`src/rtl/ft601_rx_data_sink.sv`:
```
// Per-channel receive checker for the FT601 FIFO bridge: drains the RX FIFO and verifies a
// {channel, 24-bit sequence} word stream. Optional read throttling under SINK_THROTTLE_EN.
module ft601_rx_data_sink #(
    parameter int MAX_PACKET_SIZE = 1024,
    parameter int CHANNEL_NUM     = 1
) (
    input  logic        clk,
    input  logic        reset,
    input  logic [31:0] pc_rx_data,
    input  logic [3:0]  pc_rx_be,
    input  logic        pc_rx_valid,
    input  logic        pc_rx_empty,
    output logic        pc_rx_rd_en,
    output logic [31:0] rx_word_count,
    output logic [31:0] rx_packet_count,
    output logic [15:0] rx_err_count,
    output logic        rx_err,
    output logic [31:0] rx_first_err_data
);

    localparam int         WPP   = MAX_PACKET_SIZE / 4;
    localparam int         WIP_W = (WPP > 1) ? $clog2(WPP) : 1;
    localparam logic [7:0] CH_ID = 8'(CHANNEL_NUM);

    logic [23:0]      exp_seq_q, exp_seq_d;
    logic [WIP_W-1:0] word_in_pkt_q, word_in_pkt_d;
    logic [31:0]      word_count_q, word_count_d;
    logic [31:0]      packet_count_q, packet_count_d;
    logic [15:0]      err_count_q, err_count_d;
    logic             err_q, err_d;
    logic [31:0]      first_err_q, first_err_d;

    logic             throttle_ok;
    logic [31:0]      expected_word;
    logic [3:0]       byte_bad;
    logic             word_err;
    logic             pkt_end;

`ifdef SINK_THROTTLE_EN
    logic [15:0] lfsr_q, lfsr_d;

    // Fibonacci LFSR, taps 16,14,13,11; stalls reads whenever the low two bits are zero.
    always_comb begin
        lfsr_d = {lfsr_q[14:0], lfsr_q[15] ^ lfsr_q[13] ^ lfsr_q[12] ^ lfsr_q[10]};
    end

    always_ff @(posedge clk) begin
        if (reset) begin
            lfsr_q <= 16'hACE1;
        end else begin
            lfsr_q <= lfsr_d;
        end
    end

    assign throttle_ok = (lfsr_q[1:0] != 2'b00);
`else
    assign throttle_ok = 1'b1;
`endif

    assign pc_rx_rd_en   = !reset && !pc_rx_empty && throttle_ok;
    assign expected_word = {CH_ID, exp_seq_q};

    generate
        for (genvar gi = 0; gi < 4; gi++) begin : g_byte
            assign byte_bad[gi] = pc_rx_be[gi] &&
                                  (pc_rx_data[8*gi +: 8] != expected_word[8*gi +: 8]);
        end
    endgenerate

    // A word with no enabled bytes carries nothing checkable, so it counts as an error.
    assign word_err = (pc_rx_be == 4'h0) || (|byte_bad);
    assign pkt_end  = (word_in_pkt_q == WIP_W'(WPP - 1)) || (pc_rx_be != 4'hF);

    always_comb begin
        exp_seq_d      = exp_seq_q;
        word_in_pkt_d  = word_in_pkt_q;
        word_count_d   = word_count_q;
        packet_count_d = packet_count_q;
        err_count_d    = err_count_q;
        err_d          = err_q;
        first_err_d    = first_err_q;

        if (pc_rx_valid) begin
            word_count_d = word_count_q + 32'd1;

            if (word_err) begin
                // Resync on the received value so one bad word yields one error.
                exp_seq_d = pc_rx_data[23:0] + 24'd1;
                err_d     = 1'b1;
                if (err_count_q != 16'hFFFF) begin
                    err_count_d = err_count_q + 16'd1;
                end
                if (!err_q) begin
                    first_err_d = pc_rx_data;
                end
            end else begin
                exp_seq_d = exp_seq_q + 24'd1;
            end

            if (pkt_end) begin
                packet_count_d = packet_count_q + 32'd1;
                word_in_pkt_d  = '0;
            end else begin
                word_in_pkt_d  = word_in_pkt_q + WIP_W'(1);
            end
        end
    end

    always_ff @(posedge clk) begin
        if (reset) begin
            exp_seq_q      <= '0;
            word_in_pkt_q  <= '0;
            word_count_q   <= '0;
            packet_count_q <= '0;
            err_count_q    <= '0;
            err_q          <= 1'b0;
            first_err_q    <= '0;
        end else begin
            exp_seq_q      <= exp_seq_d;
            word_in_pkt_q  <= word_in_pkt_d;
            word_count_q   <= word_count_d;
            packet_count_q <= packet_count_d;
            err_count_q    <= err_count_d;
            err_q          <= err_d;
            first_err_q    <= first_err_d;
        end
    end

    assign rx_word_count     = word_count_q;
    assign rx_packet_count   = packet_count_q;
    assign rx_err_count      = err_count_q;
    assign rx_err            = err_q;
    assign rx_first_err_data = first_err_q;

endmodule

```
`config.mk`:
```
export PLATFORM = sky130hd
export DESIGN_NAME = ft601_rx_data_sink
export DESIGN_NICKNAME = d
export VERILOG_FILES = /design/src/rtl/ft601_rx_data_sink.sv
export SDC_FILE = /design/constraint.sdc
export NUM_CORES = 1
export LEC_CHECK = 0
export CAP_MARGIN = 10
export CORE_MARGIN = 3
export CORE_UTILIZATION = 52
export DETAILED_ROUTE_END_ITERATION = 8
export PLACE_DENSITY = 0.78
export SLEW_MARGIN = 20
export SYNTH_ARGS = -nofsm -noshare
export SYNTH_HDL_FRONTEND = slang
export SYNTH_SLANG_ARGS = --single-unit
```
`constraint.sdc`:
```
create_clock -name clk -period 5 [get_ports clk]
set_input_delay 1.5 -clock clk [delete_from_list [all_inputs] [get_ports clk]]
set_output_delay 1.5 -clock clk [all_outputs]
set_load 0.005 [all_outputs]
```
==> flow_summary.toml, run 1 <==
[floorplanning]
start_util = 0.536
fp-row-count = 43
die_h_um = 126
core-area_um2 = 14000
die_x_um = 126
ioPinCount = 154
die_area_um2 = 15900

[clock_tree]
clk_path_buf_depth = 2
cts_hold_buf = 0
insertion_delay_ns = 0.42
clock-root-buffer = "clkbuf_16"
cts-buffers-inserted = 17
cts_tree = "built"
clk_pin_slew_ns = 0.05
clock-sinks = 145
ctsResizeCount = 0
post_cts_buffers = 0
htree_num_levels = 4

[hold_path]
hp-start = "rx_first_err_data[27]"
whs_path_depth = 2
hold-path-endpoint = "rx_first_err_data[27]"
hold_path.class = "reg2reg"

[global_route]
grt_pass1_vias = 6684
antenna_found_initial = 0
grt_usage = 0.244
grt.overflow.total = 0
grt_pass1_wl_um = 32500
grt_start_max_net_pins = 91

[logic_synthesis]
synth_seq_cells = 145
avgSynthCellArea_um2 = 8.03
async_reset_ff_frac = 0
mappedNetlistArea_um2 = 7500
synth_warnings = 0
synth_edf_count = 0
yosysUniqueCellTypes = 66
ys_seq_area_frac = 0.387
synth_fp_nets = 979
synthCells = 934
synth_flop_cell = "dfxtp_1"

[drt]
wl_met1_um = 8520
vias = 7070
vias_per_cell = 5.59
dr.first_iter.drc_count = 460
wl_per_cell_um = 15.3
maxUsedRoutingLayer = "met4"
route.met3.wl_um = 1190
wl_met2_um = 9310
drc = 0
first_pass_iters = 5
drt_wl_total_um = 19300
ant_nets = 0

[cells_and_area]
drive_gt1_frac = 0.0719
antenna_cells = 0
final_cell_mix = "151 x clkdlybuf4s50_1, 145 x dfxtp_1, 133 x nand2_1, 118 x nor2_1, 68 x a21oi_1"
syn2layout_area_growth_pct = 28.8
nets = 1117
fin_area_um2 = 9660
final_common_cell = "clkdlybuf4s50_1"

[worst_setup_path]
crit_fanout = 8
r2r_cells = 13
worst_setup_path_end_kind = "flip-flop"
cp-start-kind = "input pin"
r2r_slack_ns = 1.99
path_class = "in2reg"
crit_required_ns = 5.32
cp.arrival_ns = 4.56
timing.rr.start = "exp_seq_q[19]"
timing.rr.end = "exp_seq_q[20]"

[sta]
final-max-slew-violation-count = 0
fmax_mhz = 236
setup_violations = 0
skew_ns = 0.00700
whs_ns = 0.451
maxSlewHeadroom = 0.357
rsz0062_at_grt = "false"
hold_viol = 0
worst-slew-pin-transition_ns = 0.965
fin_crit_sh = 0.848
tns_ns = 0
finalCriticalPeriod_ns = 4.24

[power_and_ir_drop]
power_switching_mw = 0.652
power.share.clock = 0.452
sw_frac_of_total = 0.238
power.density_nw_per_um2 = 284
power.leakage_nw = 3.36
ir_drop_mv = 0.279
power_frac_comb = 0.099
p_int_mw = 2.09
finalPower_mw = 2.74
power_frac_seq = 0.449

[placement]
placed_area_um2 = 9080
port_buffers = 153
gp_congestion = 0.925
hpwlAfterDp_um = 13200

[flow_run]
max_cap_viol_count = 0

[run_status]
outcome = "finished clean"
==> cells in the mapped netlist (4+ instances only) <==
cell      number  share of area
a21oi_1       68          0.045
a31oi_1        5         0.0042
and3_1        24          0.020
and4_1         5         0.0058
buf_2         11         0.0073
buf_6          7          0.011
clkbuf_1      28          0.014
clkbuf_8       4         0.0073
dfxtp_1      145           0.39
ha_1           5         0.0083
inv_1         14         0.0070
mux2i_1       10          0.013
nand2_1      133          0.067
nand3_1       41          0.027
nand3_2        5         0.0067
nand4_1       41          0.034
nor2_1       118          0.059
nor2b_1        5         0.0042
nor3_1        21          0.014
nor4_1         7         0.0058
o21ai_0       38          0.025
o21ai_1        6         0.0040
or3_1         19          0.016
xnor2_1       53          0.062
xor2_1        56          0.065
==> state kept, by name (all words and copies together) (netlist names) <==
register,flops
rx_first_err_data,32
rx_packet_count,32
rx_word_count,32
exp_seq_q,24
rx_err_count,16
word_in_pkt_q,8
rx_err,1
==> per-stage QoR <==
step	setup WS, ns	util	std cells
6_report	0.760	0.690	1265
5_1_grt	0.499	0.690	1265
4_1_cts	0.809	0.690	1265
3_5_place_dp	0.404	0.649	1233
3_3_place_gp	0.478	0.649	1233
2_1_floorplan	0.689	-	934
==> metal layers <==
layer  global-route usage  up-vias
met5                    0        -
met4               0.0757        0
met3               0.0594       25
met2                0.404      210
met1                0.317     3335
li1                     -     3500
==> how the worst max path moves through the flow <==
stage	startpoint	end	cells after the start
after CTS	pc_rx_data[17]	exp_seq_q[20]	14
after detailed placement	pc_rx_data[17]	exp_seq_q[20]	14
after global routing	pc_rx_data[10]	exp_seq_q[20]	14
after floorplan	pc_rx_data[18]	exp_seq_q[20]	17
after global placement	pc_rx_data[10]	exp_seq_q[20]	14
final	pc_rx_data[17]	exp_seq_q[20]	14
==> power by group through the flow <==
stage               clock network [mW]  registers, mW  logic, mW
finish                            1.24           1.23      0.272
floorplan                            0           1.24      0.157
CTS                               1.26           1.23      0.273
detailed placement                   0           1.25      0.270
global route                      1.31           1.23      0.299
global placement                     0           1.25      0.269
==> area by class of cell <==
class / instances / area [um^2]
multi-input combinational: 721 / 4230
inverter: 15 / 56.3
timing repair buffer: 172 / 1670
fill: 1149 / 4330
clock inverter: 8 / 105
tap: 180 / 225
clock buffer: 24 / 472
sequential: 145 / 2900
==> cells by family after synthesis <==
family / after synthesis / share of synthesized area
mux: 14 / 0.0199
flops: 145 / 0.387
xor+xnor: 109 / 0.127
fa+ha+maj: 5 / 0.00834
compound gates: 140 / 0.105
simple gates: 453 / 0.303
buf+inv: 68 / 0.0497
==> worst max-delay path, cell delays in order <==
cell	delay, ns
clkdlybuf4s50_1	0.62
xnor2_1	0.16
nand4_1	0.14
o21ai_1	0.21
nand4_1	0.19
mux2_2	0.28
ha_1	0.17
buf_4	0.16
nand3_1	0.25
nor2_1	0.24
nand3_1	0.11
xor2_1	0.16
a211o_1	0.29
o41ai_1	0.05
(Power assumes the default switching activity.)
==> run 2: changes to the inputs <==
Settings changed: CORE_UTILIZATION 52 to 47, PLACE_DENSITY 0.78 to 0.74.
Clock period 5 ns to 3.7 ns, I/O delays scaled along.
==> flow_summary.toml, run 2 (same netlist as run 1, synthesis figures left out) <==
[clock_tree]
clk_pin_slew_ns = 0.06
clk_path_buf_depth = 2
clock-root-buffer = "clkbuf_16"
insertion_delay_ns = 0.42
cts_tree = "built"
htree_num_levels = 4
cts_hold_buf = 0
cts-buffers-inserted = 17
clock-sinks = 145

[cells_and_area]
nets = 1146
fin_area_um2 = 10000
drive_gt1_frac = 0.102
final_cells = 1324
syn2layout_area_growth_pct = 33.6
fin_util = 0.650
final_cell_mix = "150 x clkdlybuf4s50_1, 145 x dfxtp_1, 133 x nand2_1, 118 x nor2_1, 68 x a21oi_1"
final_common_cell = "clkdlybuf4s50_1"
antenna_cells = 0
fillers = 1343

[sta]
whs_ns = 0.453
fin_crit_sh = 0.969
final-max-slew-violation-count = 0
hold_viol = 0
maxSlewHeadroom = 0.545
skew_ns = 0.00709
finalCriticalPeriod_ns = 3.58
worst-slew-pin-transition_ns = 0.683
fmax_mhz = 279
setup_violations = 0

[worst_setup_path]
crit_end = "exp_seq_q[14]"
crit_fanout = 5
cp.depth = 14
crit_required_ns = 4.04
timing.rr.end = "exp_seq_q[14]"
cp_cell_sequence = "clkdlybuf4s50_1 > nor4_2 > nand4b_1 > o21ai_0 > nand4_1 > mux2_2 > ha_2 > nand3_2 > nor4_4 > buf_4 > nand3_1 > nor4_1 > o21ai_0 > a21oi_1"
path_class = "in2reg"
timing.rr.start = "exp_seq_q[19]"
r2r_slack_ns = 0.85
crit_family = "simple AND/OR/NAND/NOR gates"
startpoint = "pc_rx_data[26]"
worst_path_most_repeated_cell = "o21ai_0"
cp_slowest_stage_delay_ns = 0.44
r2r_cells = 13
cp.arrival_ns = 3.93
cp-start-kind = "input pin"
crit_slowest_cell = "clkdlybuf4s50_1"
worst_setup_path_end_kind = "flip-flop"
worst-path-buf-inv = 2

[floorplanning]
start_util = 0.486
fp-row-count = 45
die_area_um2 = 17500
die_h_um = 132
ioPinCount = 154
die_x_um = 132
core-area_um2 = 15400

[power_and_ir_drop]
power.density_nw_per_um2 = 389
finalPower_mw = 3.89
power.leakage_nw = 3.55
ir_drop_mv = 0.315

[global_route]
grt.overflow.total = 0
grt_pass1_wl_um = 33300
grt_start_max_net_pins = 144
antenna_found_initial = 0
grt_pass1_vias = 6887
grt_usage = 0.224

[drt]
first_pass_iters = 5
ant_nets = 0
vias_per_cell = 5.38
drt_wl_total_um = 19800
vias = 7117
wl_per_cell_um = 15.0
dr.first_iter.drc_count = 510
drc = 0

[placement]
gp_congestion = 0.891
port_buffers = 153
placed_area_um2 = 9360
hpwlAfterDp_um = 13600
dp.cells = 1292

[run_status]
outcome = "finished clean"

[flow_run]
max_cap_viol_count = 0

[hold_path]
hold_path.class = "reg2reg"
-- run 2: cell type report --
type                       instances  area [um^2]  share of cell area
clock buffer                      23          478              0.0477
clock inverter                     8          153              0.0152
inverter                          15         56.3             0.00562
multi-input combinational        721         4260               0.425
sequential                       145         2900               0.290
tap                              211          264              0.0263
timing repair buffer             201         1910               0.190
-- run 2: how the worst min path moves through the flow --
stage	startpoint	depth (start not counted)	slack, ns	endpoint
6_report	rx_first_err_data[18]	2	0.45	rx_first_err_data[18]
5_1_grt	rx_first_err_data[31]	2	0.47	rx_first_err_data[31]
4_1_cts	rx_first_err_data[19]	2	0.45	rx_first_err_data[19]
3_5_place_dp	rx_first_err_data[19]	2	0.45	rx_first_err_data[19]
3_3_place_gp	rx_first_err_data[30]	2	0.44	rx_first_err_data[30]
2_1_floorplan	rx_first_err_data[0]	2	0.45	rx_first_err_data[0]
-- run 2: where the power goes --
part	switching, mW	leakage [nW]	internal, mW
logic	0.196	2.07	0.201
clock network	0.654	0.300	1.18
registers	0.0524	1.18	1.61
-- run 2: timing repair --
item	in CTS	in global routing
resized for setup	0	4
endpoints found under the setup margin	0	8
setup buffers	0	0
-- run 2: routing by layer --
layer	up-vias	wire [um]	GRT usage	part of all wire
li1	3558	-	-	-
met5	-	0	0	0
met4	0	403	0.0751	0.020
met2	233	9160	0.357	0.46
met1	3287	8860	0.295	0.45
met3	39	1410	0.0630	0.071
-- run 2: metrics by stage --
stage / setup WS, ns / TNS [ns]
final: 0.117 / 0
after global routing: -0.0688 / -0.208
after CTS: 0.0728 / 0
after detailed placement: -0.346 / -5.92
after global placement: -0.265 / -2.73
after floorplan: 0.0215 / 0
-- run 2: worst min-delay path, delay by kind of cell (launching register included) --
family / cells / cell delay (ns)
AND/OR/NAND/NOR: 1 / 0.05
AO/OA/AOI/OAI: 1 / 0.05
flip-flops: 1 / 0.31
==> patch, RTL diff (config.mk and constraints of run 2) <==
The option `SINK_THROTTLE_EN` is turned on by a define.
--- a/src/rtl/ft601_rx_data_sink.sv
+++ b/src/rtl/ft601_rx_data_sink.sv
@@ -1,5 +1,7 @@
 // Per-channel receive checker for the FT601 FIFO bridge: drains the RX FIFO and verifies a
 // {channel, 24-bit sequence} word stream. Optional read throttling under SINK_THROTTLE_EN.
+`define SINK_THROTTLE_EN
+
 module ft601_rx_data_sink #(
     parameter int MAX_PACKET_SIZE = 1024,
     parameter int CHANNEL_NUM     = 1
Formal check against the unedited RTL: not equivalent (Yosys sat finds a counterexample within 10 cycles, from zero or initial values and one cycle with reset high).
==> patch against run 2 <==
Total power is 3.1% higher. Cell area is 6.4% higher. Worst setup slack better by 0.026 ns. Sequential power is 11% higher. Routed wire length is 2.4% higher. Maximum frequency is 0.74% higher. Synthesized area is 7.0% higher. Count of clock-buffer cells in the layout is 1 lower. Sequential cell count is 16 higher. Highest routed layer is now met5.
==> patch: results (changes against run 2) <==
NetSw 0.000987 W (was 0.000903 W); placed standard-cell area 10000 um2 (was 9360 um2); pre-CTS setup slack -0.359 ns (was -0.346 ns); GRT Resource Usage Total 21.8% (was 22.4%); Slew @ Worst Pin 0.792 ns (was 0.683 ns); met1 Track Usage GR 31.5% (was 29.5%); area occupied by multi-input gates 4540 um2 (was 4260 um2); Seq/total area 30.2% (was 29.0%); worst hold margin 0.409 ns (was 0.453 ns); r2r startpoint exp_seq_q[15]$_SDFFE_PP0P_ (was exp_seq_q[19]$_SDFFE_PP0P_); hold path cells 1 (was 2); CP Capture Point exp_seq_q[20]$_SDFFE_PP0P_ (was exp_seq_q[14]$_SDFFE_PP0P_); DRT iter0 DRCs 451 (was 510); register area share after synthesis 40.2% (was 38.7%); Hold Crit Endpoint lfsr_q[15]$_SDFF_PP1_ (was rx_first_err_data[18]$_SDFFE_PP0P_); synth-to-layout area growth 32.8% (was 33.6%); Static Leak 3.77 nW (was 3.55 nW); clock skew 0.00824 ns (was 0.00709 ns); Worst IR Drop VDD 0.000324 V (was 0.000315 V); post-synthesis mux area share 7.70% (was 1.99%); clock buf count 22 (was 23); ClkCell Share 5.48% (was 6.29%); Worst Path Max Fanout 4 (was 5); reg-to-reg slack, setup 0.80 ns (was 0.85 ns); Buffers excl. clock 209 (was 201); first-pass GRT wire length 32800 um (was 33300 um); final WL 20300 um (was 19800 um); routed len/inst 15.3 um (was 15.0 um); Placer Congestion 0.851 (was 0.891); antenna violations before repair 1 (was 0); dpl hpwl 14400 um (was 13600 um); Final Net Count 1140 (was 1146); Synth Area in Adders 0.780% (was 0.834%); Synth Register Bits 161 (was 145); met2 GRT Util 32.0% (was 35.7%); #MultiIn Comb 685 (was 721); Data buffer area share 18.4% (was 19.0%); dpl cells 1293 (was 1292); syn_nets 966 (was 979); clk pwr 0.00173 W (was 0.00184 W); Synth top cells by count dfxtp_1 (161), nor2_1 (130), xnor2_1 (64), nand2_1 (56), nand3_1 (48) (was dfxtp_1 (145), nand2_1 (133), nor2_1 (118), a21oi_1 (68), xor2_1 (56)); status finished clean (unchanged)
[patch: cell types whose count changed after synthesis, moves of 9 or more]
cell | run 2 | this run
nor3_2 | 3 | 12
dfxtp_1 | 145 | 161
buf_1 | 0 | 9
mux2_2 | 2 | 13
xnor2_1 | 53 | 64
mux2i_1 | 10 | 46
a21oi_1 | 68 | 25
nor2_1 | 118 | 130
xor2_1 | 56 | 41
buf_2 | 11 | 23
nor2b_1 | 5 | 22
nand2_1 | 133 | 56
o21ai_0 | 38 | 19
[patch: worst max-delay path, delay by kind of cell]
kind,cells,cell delay [ns]
AO/OA/AOI/OAI,3,0.62
adder cells (fa/ha/maj),1,0.19
AND/OR/NAND/NOR,5,0.82
XOR/XNOR,1,0.23
multiplexers,1,0.26
buffers and inverters,2,0.61
[patch: layer usage]
metal	share of wire, %	up-vias
li1	-	3593
met2	42	245
met1	49	3347
met3	7.3	27
met4	1.5	2
met5	0.059	-
[patch: repair_timing]
item,CTS,global route
buffers inserted,0,3
setup endpoints to repair,0,7
resized for setup,0,4
